### config.mk
export PLATFORM = sky130hd
export DESIGN_NAME = load_store_unit
export DESIGN_NICKNAME = d
export VERILOG_FILES = /design/src/rtl/load_store_unit_pkg.sv /design/src/rtl/load_store_unit_load_extend.sv /design/src/rtl/load_store_unit.sv
export SDC_FILE = /design/constraint.sdc
export NUM_CORES = 1
export LEC_CHECK = 0
export ABC_AREA = 1
export CAP_MARGIN = 5
export CORE_MARGIN = 1.5
export CORE_UTILIZATION = 30
export CTS_CLUSTER_DIAMETER = 60
export DETAILED_ROUTE_END_ITERATION = 8
export GPL_TIMING_DRIVEN = 0
export SYNTH_ARGS = -nofsm -noshare
export SYNTH_HDL_FRONTEND = slang
export SYNTH_HIERARCHICAL = 1
export SYNTH_SLANG_ARGS = --single-unit
### constraint.sdc
create_clock -name clk -period 1.8 [get_ports clk]
set_clock_uncertainty 0.15 [all_clocks]
set_input_delay 0.45 -clock clk [delete_from_list [all_inputs] [get_ports clk]]
set_output_delay 0.45 -clock clk [all_outputs]
set_load 0.1 [all_outputs]
### src/rtl/load_store_unit_pkg.sv
// rtl/load_store_unit_pkg.sv - shared encodings and helpers for the load/store unit
package load_store_unit_pkg;

   localparam logic [1:0] SIZE_BYTE = 2'd0;
   localparam logic [1:0] SIZE_HALF = 2'd1;
   localparam logic [1:0] SIZE_WORD = 2'd2;

   localparam logic [1:0] WM_NONE = 2'd0;
   localparam logic [1:0] WM_BYTE = 2'd1;
   localparam logic [1:0] WM_HALF = 2'd2;
   localparam logic [1:0] WM_WORD = 2'd3;

   typedef enum logic [2:0] {
      IDLE,
      LOAD_WAIT,
      STORE_ACTIVE,
      STORE_RELEASE,
      RESP
   } lsu_state_t;

   // Size 3 is reported as a fault together with the misaligned cases.
   function automatic logic access_fault(input logic [1:0] size, input logic [1:0] addr_lsb);
      logic f;
      case (size)
         SIZE_BYTE: f = 1'b0;
         SIZE_HALF: f = addr_lsb[0];
         SIZE_WORD: f = (addr_lsb != 2'b00);
         default:   f = 1'b1;
      endcase
      return f;
   endfunction

   function automatic logic [1:0] write_mode_for(input logic [1:0] size);
      logic [1:0] wm;
      case (size)
         SIZE_BYTE: wm = WM_BYTE;
         SIZE_HALF: wm = WM_HALF;
         SIZE_WORD: wm = WM_WORD;
         default:   wm = WM_NONE;
      endcase
      return wm;
   endfunction

endpackage

### src/rtl/load_store_unit_load_extend.sv
// rtl/load_store_unit_load_extend.sv - lane select with sign/zero extension of load data
module load_extend
   import load_store_unit_pkg::*;
(
   input  logic [1:0]  size,
   input  logic        sign_extend,
   input  logic [7:0]  byte_lane,
   input  logic [15:0] half_lane,
   input  logic [31:0] word_lane,
   output logic [31:0] result
);

   always_comb begin
      result = '0;
      case (size)
         SIZE_BYTE: result = {{24{sign_extend & byte_lane[7]}}, byte_lane};
         SIZE_HALF: result = {{16{sign_extend & half_lane[15]}}, half_lane};
         SIZE_WORD: result = word_lane;
         default:   result = '0;
      endcase
   end

endmodule

### src/rtl/load_store_unit.sv
// rtl/load_store_unit.sv - sequences core load/store requests onto the data-memory port
module load_store_unit
   import load_store_unit_pkg::*;
#(
   parameter int READ_LATENCY  = 2,
   parameter int STORE_TIMEOUT = 16
) (
   input  logic        clk,
   input  logic        rst_n,
   input  logic        req_valid,
   output logic        req_ready,
   input  logic        req_store,
   input  logic [1:0]  req_size,
   input  logic        req_signed,
   input  logic [31:0] req_address,
   input  logic [31:0] req_wdata,
   output logic        resp_valid,
   input  logic        resp_ready,
   output logic [31:0] resp_rdata,
   output logic        resp_fault,
   output logic [31:0] mem_address,
   output logic [1:0]  mem_write_mode,
   output logic [7:0]  mem_write_byte,
   output logic [15:0] mem_write_half_word,
   output logic [31:0] mem_write_word,
   input  logic        mem_done,
   input  logic        mem_error,
   input  logic [7:0]  mem_byte,
   input  logic [15:0] mem_half_word,
   input  logic [31:0] mem_word
);

   localparam logic [7:0] LOAD_LAST  = 8'(READ_LATENCY);
   localparam logic [7:0] STORE_LAST = 8'(STORE_TIMEOUT - 1);

   lsu_state_t  state;
   logic [7:0]  count;
   logic [1:0]  size_q;
   logic        sign_q;
   logic        fault_q;
   logic [31:0] load_result;

   load_extend u_load_extend (
      .size        (size_q),
      .sign_extend (sign_q),
      .byte_lane   (mem_byte),
      .half_lane   (mem_half_word),
      .word_lane   (mem_word),
      .result      (load_result)
   );

   always_ff @(posedge clk or negedge rst_n) begin
      if (!rst_n) begin
         state               <= IDLE;
         count               <= '0;
         size_q              <= SIZE_BYTE;
         sign_q              <= 1'b0;
         fault_q             <= 1'b0;
         req_ready           <= 1'b1;
         resp_valid          <= 1'b0;
         resp_rdata          <= '0;
         resp_fault          <= 1'b0;
         mem_address         <= '0;
         mem_write_mode      <= WM_NONE;
         mem_write_byte      <= '0;
         mem_write_half_word <= '0;
         mem_write_word      <= '0;
      end else begin
         case (state)
            IDLE: begin
               if (req_valid && req_ready) begin
                  req_ready   <= 1'b0;
                  mem_address <= req_address;
                  size_q      <= req_size;
                  sign_q      <= req_signed;
                  count       <= '0;
                  fault_q     <= 1'b0;
                  if (access_fault(req_size, req_address[1:0])) begin
                     // Rejected accesses never touch memory.
                     resp_valid <= 1'b1;
                     resp_fault <= 1'b1;
                     resp_rdata <= '0;
                     state      <= RESP;
                  end else if (req_store) begin
                     mem_write_mode      <= write_mode_for(req_size);
                     mem_write_byte      <= req_wdata[7:0];
                     mem_write_half_word <= req_wdata[15:0];
                     mem_write_word      <= req_wdata;
                     state               <= STORE_ACTIVE;
                  end else begin
                     state <= LOAD_WAIT;
                  end
               end
            end
            LOAD_WAIT: begin
               if (count == LOAD_LAST) begin
                  resp_rdata <= load_result;
                  resp_fault <= 1'b0;
                  resp_valid <= 1'b1;
                  state      <= RESP;
               end else begin
                  count <= count + 8'd1;
               end
            end
            STORE_ACTIVE: begin
               // mem_done takes priority over a timeout landing in the same cycle.
               if (mem_done || count == STORE_LAST) begin
                  fault_q             <= mem_done ? mem_error : 1'b1;
                  mem_write_mode      <= WM_NONE;
                  mem_write_byte      <= '0;
                  mem_write_half_word <= '0;
                  mem_write_word      <= '0;
                  count               <= '0;
                  state               <= STORE_RELEASE;
               end else begin
                  count <= count + 8'd1;
               end
            end
            STORE_RELEASE: begin
               resp_valid <= 1'b1;
               resp_rdata <= '0;
               resp_fault <= fault_q;
               state      <= RESP;
            end
            RESP: begin
               if (resp_ready) begin
                  resp_valid  <= 1'b0;
                  resp_rdata  <= '0;
                  resp_fault  <= 1'b0;
                  req_ready   <= 1'b1;
                  mem_address <= '0;
                  state       <= IDLE;
               end
            end
            default: state <= IDLE;
         endcase
      end
   end

endmodule

* Word-level counts from Yosys, hierarchy flattened *
Cells that the tools add are included.

word-level totals
  register bits = 140
  output and inout bits = 125

cells by class
  add/subtract/negate cells = 1
  equal/unequal tests = 18
  mux-type cells = 56
  bitwise gates (word level) = 2
  reductions and logical operators = 17

operators by type and width
  operator                                                         count
  32-bit two-way mux                                               9
  32-bit one-hot mux with 2 select lines                           2
  32-bit one-hot mux with 4 select lines                           1
  32-bit one-hot mux with 3 select lines                           1
  16-bit two-way mux                                               4
  8-bit two-way mux                                                7
  16-bit one-hot mux with 2 select lines                           1
  8-bit one-hot mux with 3 select lines                            1
  2-bit inequality test, second input constant                     8
  8-bit one-hot mux with 2 select lines                            1
  3-bit two-way mux                                                5
  3-bit one-hot mux with 5 select lines                            1
  1-bit two-way mux                                                11
  2-bit two-way mux                                                5
  5-bit AND reduction                                              2
  3-bit AND reduction                                              3
  8-bit by 1-bit adder with 8-bit output, second input constant    1
  8-bit by 2-bit == test with 1-bit output, second input constant  1
  8-bit by 4-bit == test with 1-bit output, second input constant  1
  1-bit one-hot mux with 4 select lines                            2
  3-bit by 2-bit == test with 1-bit output, second input constant  2
  2-bit one-hot mux with 3 select lines                            1
  2-bit nonzero test                                               3
  2-bit by 1-bit == test with 1-bit output, second input constant  2
  other kinds (15)                                                 19

* Depth between registers and ports, before layout *
  depth in word-level cells = 7
  depth in mapped cells = 12

* Hierarchy *
Netlist, hierarchy kept.

by module, submodules not included
  module           times used  cells an instance  area each (um^2)  sequential area each (um^2)
  load_store_unit  1           767                5818.1            2904.0
  load_extend      1           111                704.4             0.0

* Worst setup path after synthesis *
Ideal clock, no wire load.

  path type = reg-to-reg
  start = reg req_ready
  end = reg mem_write_byte[0]
  library setup time = 0.122 ns
  arrival time = 1.795 ns
  required time = 1.528 ns
  slack = -0.267 ns
  stages on the path, launching flop included = 9
  buffers on the path = 1
  period minus slack after synthesis = 2.067 ns
  cell sequence = dfstp_2 -> nand2_1 -> nand3_1 -> nand2_1 -> a21oi_4 -> nand2_2 -> buf_2 -> nand2_1 -> nand2_1

between the ends
  longest elaborated chain between the ends = 3

ends and longest elaborated chain
  item                             RTL line                source
  start: declaration               load_store_unit.sv:11   output logic req_ready,
  start signal: assignment         load_store_unit.sv:59   req_ready <= 1'b1;
  start signal: assignment         load_store_unit.sv:72   req_ready <= 1'b0;
  start signal: assignment         load_store_unit.sv:130  req_ready <= 1'b1;
  1-bit logical AND                load_store_unit.sv:71   if (req_valid && req_ready) begin
  2-bit inequality test (no line)  --
  5-bit AND reduction (no line)    --
  end signal: assignment           load_store_unit.sv:86   mem_write_byte <= req_wdata[7:0];
  end: declaration                 load_store_unit.sv:23   output logic [7:0] mem_write_byte,

Every way passes these cells.
A chain may end at the register's enable or synchronous reset.

* Final worst setup path *
  start = reg req_ready
  end = out req_ready

No word-level cell between the ends.

==> impl.org <==
** Status
- The run finished, with violations left.
- The checks that failed: setup timing.

** Critical path
- Critical path launch point type :: flip-flop
- The setup path with the least slack is of type reg -> out.
- The largest single stage delay on the critical path is 0.65 ns.
- Counting both buffers and inverters, the worst setup path holds a total of 1.
- On the critical path the largest part of the delay comes from flip-flops.
- For the worst flop-to-flop path, the logic depth is 8.
- STA classifies the critical path endpoint as a primary output.
- Ordered cell list for the critical path :: buf_12
- Along the worst path, the maximum fanout reaches 3.
- Origin of the critical flop-to-flop path :: req_ready$_DFFE_PN1P_
- Required time of the worst setup path :: ~1.2 ns
- Register-to-register setup slack :: -0.01 ns
- In this run the critical register-to-register path is captured at mem_write_mode[1]$_DFFE_PN0P_.
- Slowest cell on the critical path :: sky130_fd_sc_hd__dfstp_4
- Data arrives at the worst endpoint at around 1.2 ns.

** Min path
- Worst hold path endpoint :: size_q[1]$_DFFE_PN0P_
- In this run the worst hold path is classified as in -> reg.
- HP Start :: req_size[1]
- The worst hold path passes through 3 cells.

** Cells and area
- Final cell area excluding filler cells :: ~10000 µm²
- After the last flow step, the layout net total stands at 1324.
- Area growth from synthesis to layout :: 60.9%
- Cells with a size suffix above 1 make up 30.5% of the layout.
- Inserted Diodes :: 0

** Drt
- Final WL :: roughly 20000 µm
- DR DRC count :: 0
- Vias :: 6482
- Before antenna repair, the detailed router went through 4 iterations.
- After detailed routing, the average wire length per cell comes to 13.9 µm.
- The count of nets left with antenna violations once routing finished came out at 0.
- The first routing iteration left 314 violations.
- Via density :: 4.39

** Global routing
- For this run, the total global-route usage over all layers was measured as 18.2%.
- Busiest layer in global routing :: met2
- In the global route stage, met3 resource usage came out at between 4 and 5%.
- The number of antenna violations at the first check in global routing is 0.
- Met1 usage :: 22.9%
- Entering global routing, the biggest net connects 83 pins.
- The number of global-route vias before repair was 6291.
- Met2 usage in global routing :: 30.2%
- The first global-routing pass estimated between 30000 and 40000 µm of wire.
- The total overflow left after global routing is 0.

** Die
- The die is roughly 150 µm tall.
- Initial Util :: 30.8%
- Area of the core :: roughly 21000 µm²
- I/O pin count :: 255
- Placement row count :: 53
- The die covers 22600 µm².
- In this run the horizontal extent of the chip is 150 µm.

** Logic synthesis
- Leading cell types by count after synthesis :: sky130_fd_sc_hd__nand2_1, sky130_fd_sc_hd__inv_1, sky130_fd_sc_hd__nand3_1
- Post-synth cell types :: 28
- Yosys instantiated no cell more often than sky130_fd_sc_hd__nand2_1.
- Ranked by total cell area, the synthesized netlist is headed by sky130_fd_sc_hd__dfrtp_1, sky130_fd_sc_hd__nand2_1, sky130_fd_sc_hd__nand3_1, sky130_fd_sc_hd__inv_1, sky130_fd_sc_hd__nor2_1.
- In this run the mean area of a mapped cell was roughly 7.4 µm².
- For this run, the number of Yosys warnings is 6.
- Synthesized instance count :: 878
- Cell type with the highest aggregate area in the netlist :: sky130_fd_sc_hd__dfrtp_1
- Synthesized net count :: just over 1000
- Cell area after synthesis :: ~6500 µm²
- Post-synth ARST share :: 100%
- Counting flops and latches in the post-synthesis netlist gives ~120.
- In the synthesized netlist the dominant register cell turns out to be sky130_fd_sc_hd__dfrtp_1.
- Area share of the largest cell type after synthesis :: 44.1%
- Number of enable-type register cells in the synthesized netlist :: 0
- Sequential elements use ~45% of the synthesized area.

** Clock network
- CTS Buffer Depth :: 2
- Clock root buffer :: sky130_fd_sc_hd__clkbuf_16
- Number of sinks on the clock net :: 116
- CTS buffer count :: 17
- TritonCTS built the clock tree.
- Count of H-tree levels built during CTS :: 4
- Clk_lat worst skew :: 0.41 ns
- Clock-pin slew was measured on the worst setup and hold paths at 0.05 ns.

** Place
- Buffers placed on the I/O ports in this run total around 250.
- Final GP Congestion :: 0.810
- Once placement finished, the instance area stood at 9500 µm².
- Post-detail-place hpwl :: 14700 µm

** STA
- RSZ-0062 raised after global routing :: yes
- Hold violation total from the final report :: 0
- At the pin with the least slew margin, the transition time is 0.463 ns.
- The number of pins with negative max-slew slack in the final report is 0.
- Based on the critical path, the design can be clocked at up to 0.545 GHz.
- Setup slack on the critical path of the routed design comes to -0.0340 ns.
- Crit path time final :: 1.83 ns
- Portion of the clock cycle consumed by the worst path in the final layout :: 102%
- Finish-stage setup viols :: 14
- Slew HR :: 69.1%

** Run
- Number of max-capacitance violations reported :: 0
[sequential cells by signal (all words and copies together) (netlist names)]
register / flops
state: 3
resp_rdata: 32
mem_write_byte: 7
resp_valid: 1
size_q: 2
sign_q: 1
mem_write_word: 17
count: 8
resp_fault: 1
req_ready: 1
mem_address: 32
mem_write_half_word: 8
mem_write_mode: 2
fault_q: 1
[cells by family after synthesis]
family / after synthesis / synth area share, %
simple gates: 477 / 33.7
buf+inv: 235 / 16.2
compound gates: 43 / 4.20
fa+ha+maj: 6 / 1.15
xor+xnor: 1 / 0.134
flops: 116 / 44.5
[worst max-delay path by stage]
stage	cells past startpoint	startpoint	slack, ns	end
detailed placement	11	req_size[1]	-0.87	mem_write_byte[6]$_DFFE_PN0P_
global placement	1	rst_n	-5.19	mem_write_byte[5]$_DFFE_PN0P_
finish	1	req_ready$_DFFE_PN1P_	-0.03	req_ready
floorplan	8	req_ready$_DFFE_PN1P_	-0.08	mem_write_mode[0]$_DFFE_PN0P_
CTS	10	count[0]$_DFFE_PN0P_	-0.07	mem_write_word[30]$_DFFE_PN0P_
global route	9	req_ready$_DFFE_PN1P_	-0.09	mem_write_half_word[13]$_DFFE_PN0P_
[area by class of cell]
cell class              count  area [µm²]
multi-input cells         528        2780
inverters                 165         627
repair buffers            291        2710
plain buffers              69         546
clock buffers              21         460
well taps                 275         344
clock inverters            11         104
fillers                  2097       10700
flip-flops and latches    116        2930
[metrics by stage]
step	util [%]	worst slack, ns	hold WS, ns	setup TNS (ns)	std cells
after global placement	44.8	-5.19	0.305	-644.40	1407
after floorplan	-	-0.0760	0.00441	-2.07	878
final	49.6	-0.0340	0.182	-0.0909	1476
after detailed placement	44.9	-0.870	0.224	-93.49	1408
after global routing	49.6	-0.0903	0.219	-3.49	1476
after CTS	47.8	-0.0706	0.317	-1.89	1459
[layer usage]
metal  vias up  routed length (µm)
met4         0                 484
met2       165               10100
met5         -                   0
met1      2978                8830
met3        29                1100
li1       3310                   -
[repair_timing]
item,4_1_cts,5_1_grt
hold endpoints to repair,34,0
gates cloned,3,1
gates resized for setup,804,96
setup buffers,16,17
hold buffers,1,0
pin swaps,7,10
setup endpoints to repair,226,113
[worst min-delay path, delay by kind of cell]
kind                   cells  cell delay [ns]
buffers and inverters      2             0.18
AOI/OAI and AO/OA          1             0.07
[layout by cell type (no fill, tap or decap), types with 2 or more instances in the layout]
| master | Yosys | final |
|---|---|---|
| sky130_fd_sc_hd__nand3_2 | 20 | 21 |
| sky130_fd_sc_hd__inv_1 | 158 | 155 |
| sky130_fd_sc_hd__o22ai_1 | 32 | 31 |
| sky130_fd_sc_hd__buf_4 | 29 | 165 |
| sky130_fd_sc_hd__buf_2 | 29 | 9 |
| sky130_fd_sc_hd__nand3_1 | 148 | 144 |
| sky130_fd_sc_hd__nand2_4 | 3 | 8 |
| sky130_fd_sc_hd__nand4_1 | 4 | 4 |
| sky130_fd_sc_hd__inv_4 | 1 | 3 |
| sky130_fd_sc_hd__nor2_8 | 2 | 2 |
| sky130_fd_sc_hd__o21ai_0 | 7 | 7 |
| sky130_fd_sc_hd__nor2_1 | 88 | 83 |
| sky130_fd_sc_hd__clkinvlp_4 | 0 | 5 |
| sky130_fd_sc_hd__buf_12 | 0 | 3 |
| sky130_fd_sc_hd__clkinv_4 | 0 | 2 |
| sky130_fd_sc_hd__nand3_4 | 0 | 3 |
| sky130_fd_sc_hd__nor2_2 | 1 | 4 |
| sky130_fd_sc_hd__clkbuf_4 | 0 | 4 |
| sky130_fd_sc_hd__clkdlybuf4s50_1 | 0 | 126 |
| sky130_fd_sc_hd__nand2_1 | 203 | 176 |
| sky130_fd_sc_hd__dfrtp_1 | 115 | 94 |
| sky130_fd_sc_hd__nor2_4 | 3 | 5 |
| sky130_fd_sc_hd__clkbuf_1 | 8 | 4 |
| sky130_fd_sc_hd__inv_2 | 6 | 7 |
| sky130_fd_sc_hd__buf_8 | 0 | 7 |
| sky130_fd_sc_hd__a21oi_4 | 1 | 2 |
| sky130_fd_sc_hd__ha_1 | 6 | 5 |
| sky130_fd_sc_hd__nand2_2 | 3 | 25 |
| sky130_fd_sc_hd__clkbuf_2 | 0 | 5 |
| sky130_fd_sc_hd__clkinv_2 | 0 | 2 |
| sky130_fd_sc_hd__dfrtp_2 | 0 | 21 |
| sky130_fd_sc_hd__clkbuf_16 | 0 | 18 |
| sky130_fd_sc_hd__buf_6 | 4 | 33 |
| sky130_fd_sc_hd__clkbuf_8 | 0 | 2 |
Power is left out: the tool's default activity adds up to more than one toggle a clock period on the data nets, which glitch-free logic cannot reach.
==> RTL edit 1: new RTL, same settings <==
Re-encode `lsu_state_t` (5 states) as one-hot, 5 bits wide.
--- a/src/rtl/load_store_unit_pkg.sv
+++ b/src/rtl/load_store_unit_pkg.sv
@@ -12,8 +12,8 @@
 
-   typedef enum logic [2:0] {
-      IDLE,
-      LOAD_WAIT,
-      STORE_ACTIVE,
-      STORE_RELEASE,
-      RESP
+   typedef enum logic [4:0] {
+      IDLE          = 5'b00001,
+      LOAD_WAIT     = 5'b00010,
+      STORE_ACTIVE  = 5'b00100,
+      STORE_RELEASE = 5'b01000,
+      RESP          = 5'b10000
    } lsu_state_t;
Formal check against the unedited RTL: no difference found for any inputs over 4 cycles, from zero or initial values and one cycle with rst_n low; so few cycles prove little.
==> RTL edit 1 against the original RTL <==
- the flow finishes with violations (design-rule violations, negative setup slack)
- wire length increased by 11%
- synthesized area increased by 3.4%
- sequential cell count increased by 2
- first-iteration DRC count decreased by 3.8%
- register-to-register slack got worse by 0.098 ns
- worst setup slack got worse by 0.074 ns
- cell area increased by 7.2%
- critical path type is now reg2reg
Power is left out: it rests on default switching activity, and per cell area and clock period it moved more than threefold.
==> RTL edit 1: results (changes against the original RTL) <==
<table>
<tr><th>Metric</th><th>Value</th></tr>
<tr><th colspan="2">Place</th></tr>
<tr><td>Area after detailed placement</td><td>9739 um2 (+2.5%)</td></tr>
<tr><td>Routability Congestion</td><td>0.7928 (-2.1%)</td></tr>
<tr><td>Post-DP HPWL</td><td>15540 um (+5.7%)</td></tr>
<tr><th colspan="2">Outcome</th></tr>
<tr><td>Violated checks</td><td>design-rule violations, negative setup slack</td></tr>
<tr><td>Result of the run</td><td>finished with violations</td></tr>
<tr><th colspan="2">Worst setup path</th></tr>
<tr><td>Arrival time at the worst endpoint</td><td>2.06 ns (+0.83 ns)</td></tr>
<tr><td>Setup Crit Path Kind</td><td>reg2reg</td></tr>
<tr><td>CP max-delay cell</td><td>sky130_fd_sc_hd__dfstp_4</td></tr>
<tr><td>Peak fanout along the critical path</td><td>10 (+7)</td></tr>
<tr><th colspan="2">Global route</th></tr>
<tr><td>Global routing met2 resource utilization</td><td>32.03% (+1.8 points)</td></tr>
<tr><td>Combined global-route utilization of all metal layers</td><td>19.02% (+0.79 points)</td></tr>
<tr><td>Largest net degree at the start of global routing</td><td>64 (-23%)</td></tr>
<tr><td>Vias in the first global route</td><td>6885 (+9.4%)</td></tr>
<tr><td>Antenna violations before repair</td><td>0 (unchanged)</td></tr>
<tr><td>Met3 Use GR</td><td>4.707% (+0.19 points)</td></tr>
<tr><td>Met1 usage</td><td>23.77% (+0.89 points)</td></tr>
<tr><th colspan="2">Timing</th></tr>
<tr><td>Slew Limit Headroom</td><td>61.51% (-7.6 points)</td></tr>
<tr><td>Min setup slack post-route</td><td>-0.1081 ns (-0.07412 ns)</td></tr>
<tr><td>Total setup violations reported at the end of the flow</td><td>70 (+56)</td></tr>
<tr><td>Total negative slack</td><td>-4.531 ns (-4.440 ns)</td></tr>
<tr><th colspan="2">Detailed routing</th></tr>
<tr><td>DR DRC count</td><td>7 (+7)</td></tr>
<tr><td>Detailed Routing Iterations Pass 1</td><td>6 (+2)</td></tr>
<tr><td>Average wire length per cell after detail routing</td><td>15.29 um (+10%)</td></tr>
<tr><td>Via density per instance</td><td>4.726 (+7.6%)</td></tr>
<tr><td>Violation count after the first detailed-route iteration</td><td>302 (-3.8%)</td></tr>
<tr><th colspan="2">Synthesis</th></tr>
<tr><td>Portion of the post-synthesis area used by sequential elements</td><td>43.81% (-0.71 points)</td></tr>
<tr><td>Ranking of synthesized cells by instance count</td><td>sky130_fd_sc_hd__nand2_1, sky130_fd_sc_hd__nand3_1, sky130_fd_sc_hd__dfrtp_1</td></tr>
<tr><td>Cell variety after synth</td><td>31 (+11%)</td></tr>
<tr><td>Post-Synthesis Net Count</td><td>1016 (+0.20%)</td></tr>
<tr><th colspan="2">Finish</th></tr>
<tr><td>Fraction of layout cells with a size suffix above 1</td><td>38.73% (+8.3 points)</td></tr>
<tr><td>Final Net Count</td><td>1334 (+0.76%)</td></tr>
<tr><td>Layout filler cell count</td><td>2121 (+1.1%)</td></tr>
<tr><th colspan="2">Clocking</th></tr>
<tr><td>Total number of H-tree levels</td><td>4 (unchanged)</td></tr>
</table>
-- RTL edit 1: cell count changes after synthesis, sizes merged, moves of 6 or more --
| cell | unedited run | this run |
|---|---|---|
| nor2 | 94 | 82 |
| o22ai | 32 | 0 |
| inv | 165 | 94 |
| nand4 | 4 | 76 |
| buf | 62 | 70 |
| clkbuf | 8 | 14 |
| nand2 | 209 | 232 |
-- RTL edit 1: layout make-up --
class | instances | area share [%]
plain buffers | 82 | 5.758
clock buffers | 17 | 3.779
clock inverters | 15 | 1.712
inverters | 95 | 3.312
multi-input cells | 583 | 30.29
flip-flops and latches | 118 | 26.54
well taps | 280 | 3.112
repair buffers | 301 | 25.50
-- RTL edit 1: per-stage QoR --
step / cells / hold slack, ns / worst slack [ns] / util [%]
finish: 1491 / 0.2028 / -0.1081 / 51.27
global route: 1491 / 0.2241 / -0.2175 / 51.27
CTS: 1479 / 0.3207 / -0.07964 / 48.57
detailed placement: 1415 / 0.3101 / -0.9154 / 44.35
global placement: 1414 / 0.3022 / -5.422 / 44.22
floorplan: 880 / 0.004409 / -0.07540 / -
-- RTL edit 1: metal layers --
| layer | vias up | part of all wire, % | routed length, um |
|---|---|---|---|
| met5 | - | 0 | 0 |
| met3 | 31 | 5.3 | 1215 |
| li1 | 3489 | - | - |
| met1 | 3351 | 43 | 9825 |
| met4 | 0 | 2.1 | 471 |
| met2 | 175 | 49 | 11280 |
-- RTL edit 1: worst max-delay path, delay by kind of cell (launching register included) --
family,cells,cell delay (ns)
flops,1,0.65
buf+inv,1,0.18
simple gates,7,0.80
-- RTL edit 1: how the worst min path moves through the flow --
stage / startpoint / to / slack, ns / depth (start not counted)
after global routing: req_size[1] / size_q[1] / 0.22 / 3
final: req_size[1] / size_q[1] / 0.20 / 3
after global placement: mem_write_word[17] / mem_write_word[17] / 0.30 / 2
after CTS: resp_rdata[26] / resp_rdata[26] / 0.32 / 2
after detailed placement: resp_rdata[26] / resp_rdata[26] / 0.31 / 2
after floorplan: rst_n / count[0] / 0.004 / 0
-- RTL edit 1: logic make-up (layout without fill, tap and decap cells) --
group,after synthesis,in the layout,synth area share [%]
buffers and inverters,179,510,13.02
XOR/XNOR,3,3,0.3896
AND/OR/NAND/NOR,561,561,40.57
flip-flops,118,118,43.81
adder cells (fa/ha/maj),6,6,1.113
AO/OA/AOI/OAI,13,13,1.094
-- RTL edit 1: repair_timing --
item,in CTS,in global routing
setup buffers,26,9
endpoints found under the setup margin,234,118
hold buffers,1,0
resized for setup,866,137
cloned,6,4
pin swaps,17,43
hold endpoints to repair,55,0
==> RTL edit 2: new RTL, same settings <==
Made on the original files. Change the parameter `STORE_TIMEOUT` from 16 to 15.
--- a/src/rtl/load_store_unit.sv
+++ b/src/rtl/load_store_unit.sv
@@ -5,3 +5,3 @@
    parameter int READ_LATENCY  = 2,
-   parameter int STORE_TIMEOUT = 16
+   parameter int STORE_TIMEOUT = 15
 ) (
Behaviour: no difference found for any inputs over 4 cycles, from zero or initial values and one cycle with rst_n low; that may be too few to reach the edited logic, so the function may still have changed.
==> RTL edit 2 against the original RTL <==
- the run still ends with negative setup slack left
- wire length grew 1.6%
- worst setup slack worse by 0.056 ns
- cell count grew 0.20%
- sequential cell count stayed put
- count of clock-buffer cells in the layout is 4 lower
- utilization fell by 0.19 points
- cell area down 0.38%
- global-route usage rose by 0.24 points
- maximum frequency decreased by 3.0%
- synthesized area decreased by 0.46%
- die area shrank 0.45%
Power is not shown: default switching activity piles up to over one toggle a cycle in this logic, so the estimate is an artifact.
==> RTL edit 2: results (changes against the original RTL) <==
<table>
<tr><th>Metric</th><th>Value</th></tr>
<tr><th colspan="2">Outcome</th></tr>
<tr><td>Result of the run</td><td>finished with violations</td></tr>
<tr><td>Violated checks</td><td>negative setup slack</td></tr>
<tr><th colspan="2">Global route</th></tr>
<tr><td>Largest net degree at the start of global routing</td><td>71 (-14%)</td></tr>
<tr><td>Global routing met2 resource utilization</td><td>32.39% (+2.2 points)</td></tr>
<tr><td>Met1 usage</td><td>22.32% (-0.57 points)</td></tr>
<tr><td>Met3 Use GR</td><td>3.394% (-1.1 points)</td></tr>
<tr><td>Combined global-route utilization of all metal layers</td><td>18.47% (+0.24 points)</td></tr>
<tr><td>Vias in the first global route</td><td>6337 (+0.73%)</td></tr>
<tr><th colspan="2">Timing</th></tr>
<tr><td>Total negative slack</td><td>-0.7379 ns (-0.6469 ns)</td></tr>
<tr><td>Min setup slack post-route</td><td>-0.09009 ns (-0.05608 ns)</td></tr>
<tr><td>Slew Limit Headroom</td><td>67.98% (-1.1 points)</td></tr>
<tr><td>Total setup violations reported at the end of the flow</td><td>31 (+17)</td></tr>
<tr><th colspan="2">Worst setup path</th></tr>
<tr><td>Critical path's top delay family</td><td>buffers and inverters</td></tr>
<tr><td>FF-to-FF End</td><td>count[0]</td></tr>
<tr><td>CP max-delay cell</td><td>sky130_fd_sc_hd__dfrtp_1</td></tr>
<tr><td>Worst R2R Path Depth</td><td>12 (+4)</td></tr>
<tr><td>Category of the worst setup path capture point</td><td>flop</td></tr>
<tr><td>Setup slack of the most critical reg-to-reg path</td><td>-0.09 ns (-0.08 ns)</td></tr>
<tr><th colspan="2">Place</th></tr>
<tr><td>Routability Congestion</td><td>0.7804 (-3.7%)</td></tr>
<tr><td>Post-DP HPWL</td><td>14830 um (+0.89%)</td></tr>
<tr><th colspan="2">Detailed routing</th></tr>
<tr><td>Routed length on met1</td><td>8785 um (-0.49%)</td></tr>
<tr><th colspan="2">Min path</th></tr>
<tr><td>WHS Path Cells</td><td>2 (-1)</td></tr>
<tr><td>Worst min-delay path endpoint</td><td>mem_address[21]</td></tr>
<tr><td>Source of the worst hold timing path</td><td>mem_address[21]</td></tr>
<tr><th colspan="2">Synthesis</th></tr>
<tr><td>Cell variety after synth</td><td>26 (-7.1%)</td></tr>
<tr><td>Ranking of synthesized cells by instance count</td><td>sky130_fd_sc_hd__nand2_1, sky130_fd_sc_hd__nand3_1, sky130_fd_sc_hd__dfrtp_1</td></tr>
<tr><td>Top area cells in the synthesized netlist</td><td>sky130_fd_sc_hd__dfrtp_1, sky130_fd_sc_hd__nand2_1, sky130_fd_sc_hd__nand3_1</td></tr>
<tr><th colspan="2">Finish</th></tr>
<tr><td>Fraction of layout cells with a size suffix above 1</td><td>32.97% (+2.5 points)</td></tr>
<tr><td>Post-route non-filler standard cell count</td><td>1479 (+0.20%)</td></tr>
</table>
==> RTL edit 2: cell count changes after synthesis, moves of 4 or more <==
cell                      delta
sky130_fd_sc_hd__nand2_1    +94
sky130_fd_sc_hd__inv_1      -69
sky130_fd_sc_hd__o22ai_1    -32
sky130_fd_sc_hd__buf_2       -9
sky130_fd_sc_hd__buf_4       +5
sky130_fd_sc_hd__buf_6       +4
==> RTL edit 2: cell type report <==
class / instances / area [um2]
Inverter: 96 / 365.4
Tap cell: 275 / 344.1
Multi-Input combinational cell: 594 / 2999
Clock inverter: 15 / 160.2
Buffer: 68 / 514.2
Antenna cell: 3 / 7.507
Timing Repair Buffer: 295 / 2708
Sequential cell: 116 / 2934
Clock buffer: 17 / 425.4
Fill cell: 2124 / 10700
==> RTL edit 2: cell families (layout without fill, tap and decap cells) <==
logic type	count (synthesis)	count (layout)	share of synthesized area, %
and+or+nand+nor	574	575	39.74
adders and majority gates	6	6	1.156
AOI/OAI and AO/OA	12	12	1.330
DFF	116	116	44.73
xor gates and xnor gates	1	1	0.1349
buffers and inverters	166	491	12.91
other	0	3	0
==> RTL edit 2: stage by stage <==
stage / hold WS, ns / instance area (um2) / util [%]
after floorplan: 0.004409 / 6550 / -
after global placement: 0.3038 / 9437 / 44.61
after detailed placement: 0.2759 / 9465 / 44.74
after CTS: 0.3182 / 10220 / 48.32
after global routing: 0.3364 / 10460 / 49.42
final: 0.3158 / 10460 / 49.44
==> RTL edit 2: timing repair <==
item,in CTS,in global routing
cloned,6,0
resized for setup,828,69
pin swaps,18,13
setup buffers,28,7
endpoints found under the setup margin,229,121
hold buffers,1,0
hold endpoints to repair,45,0
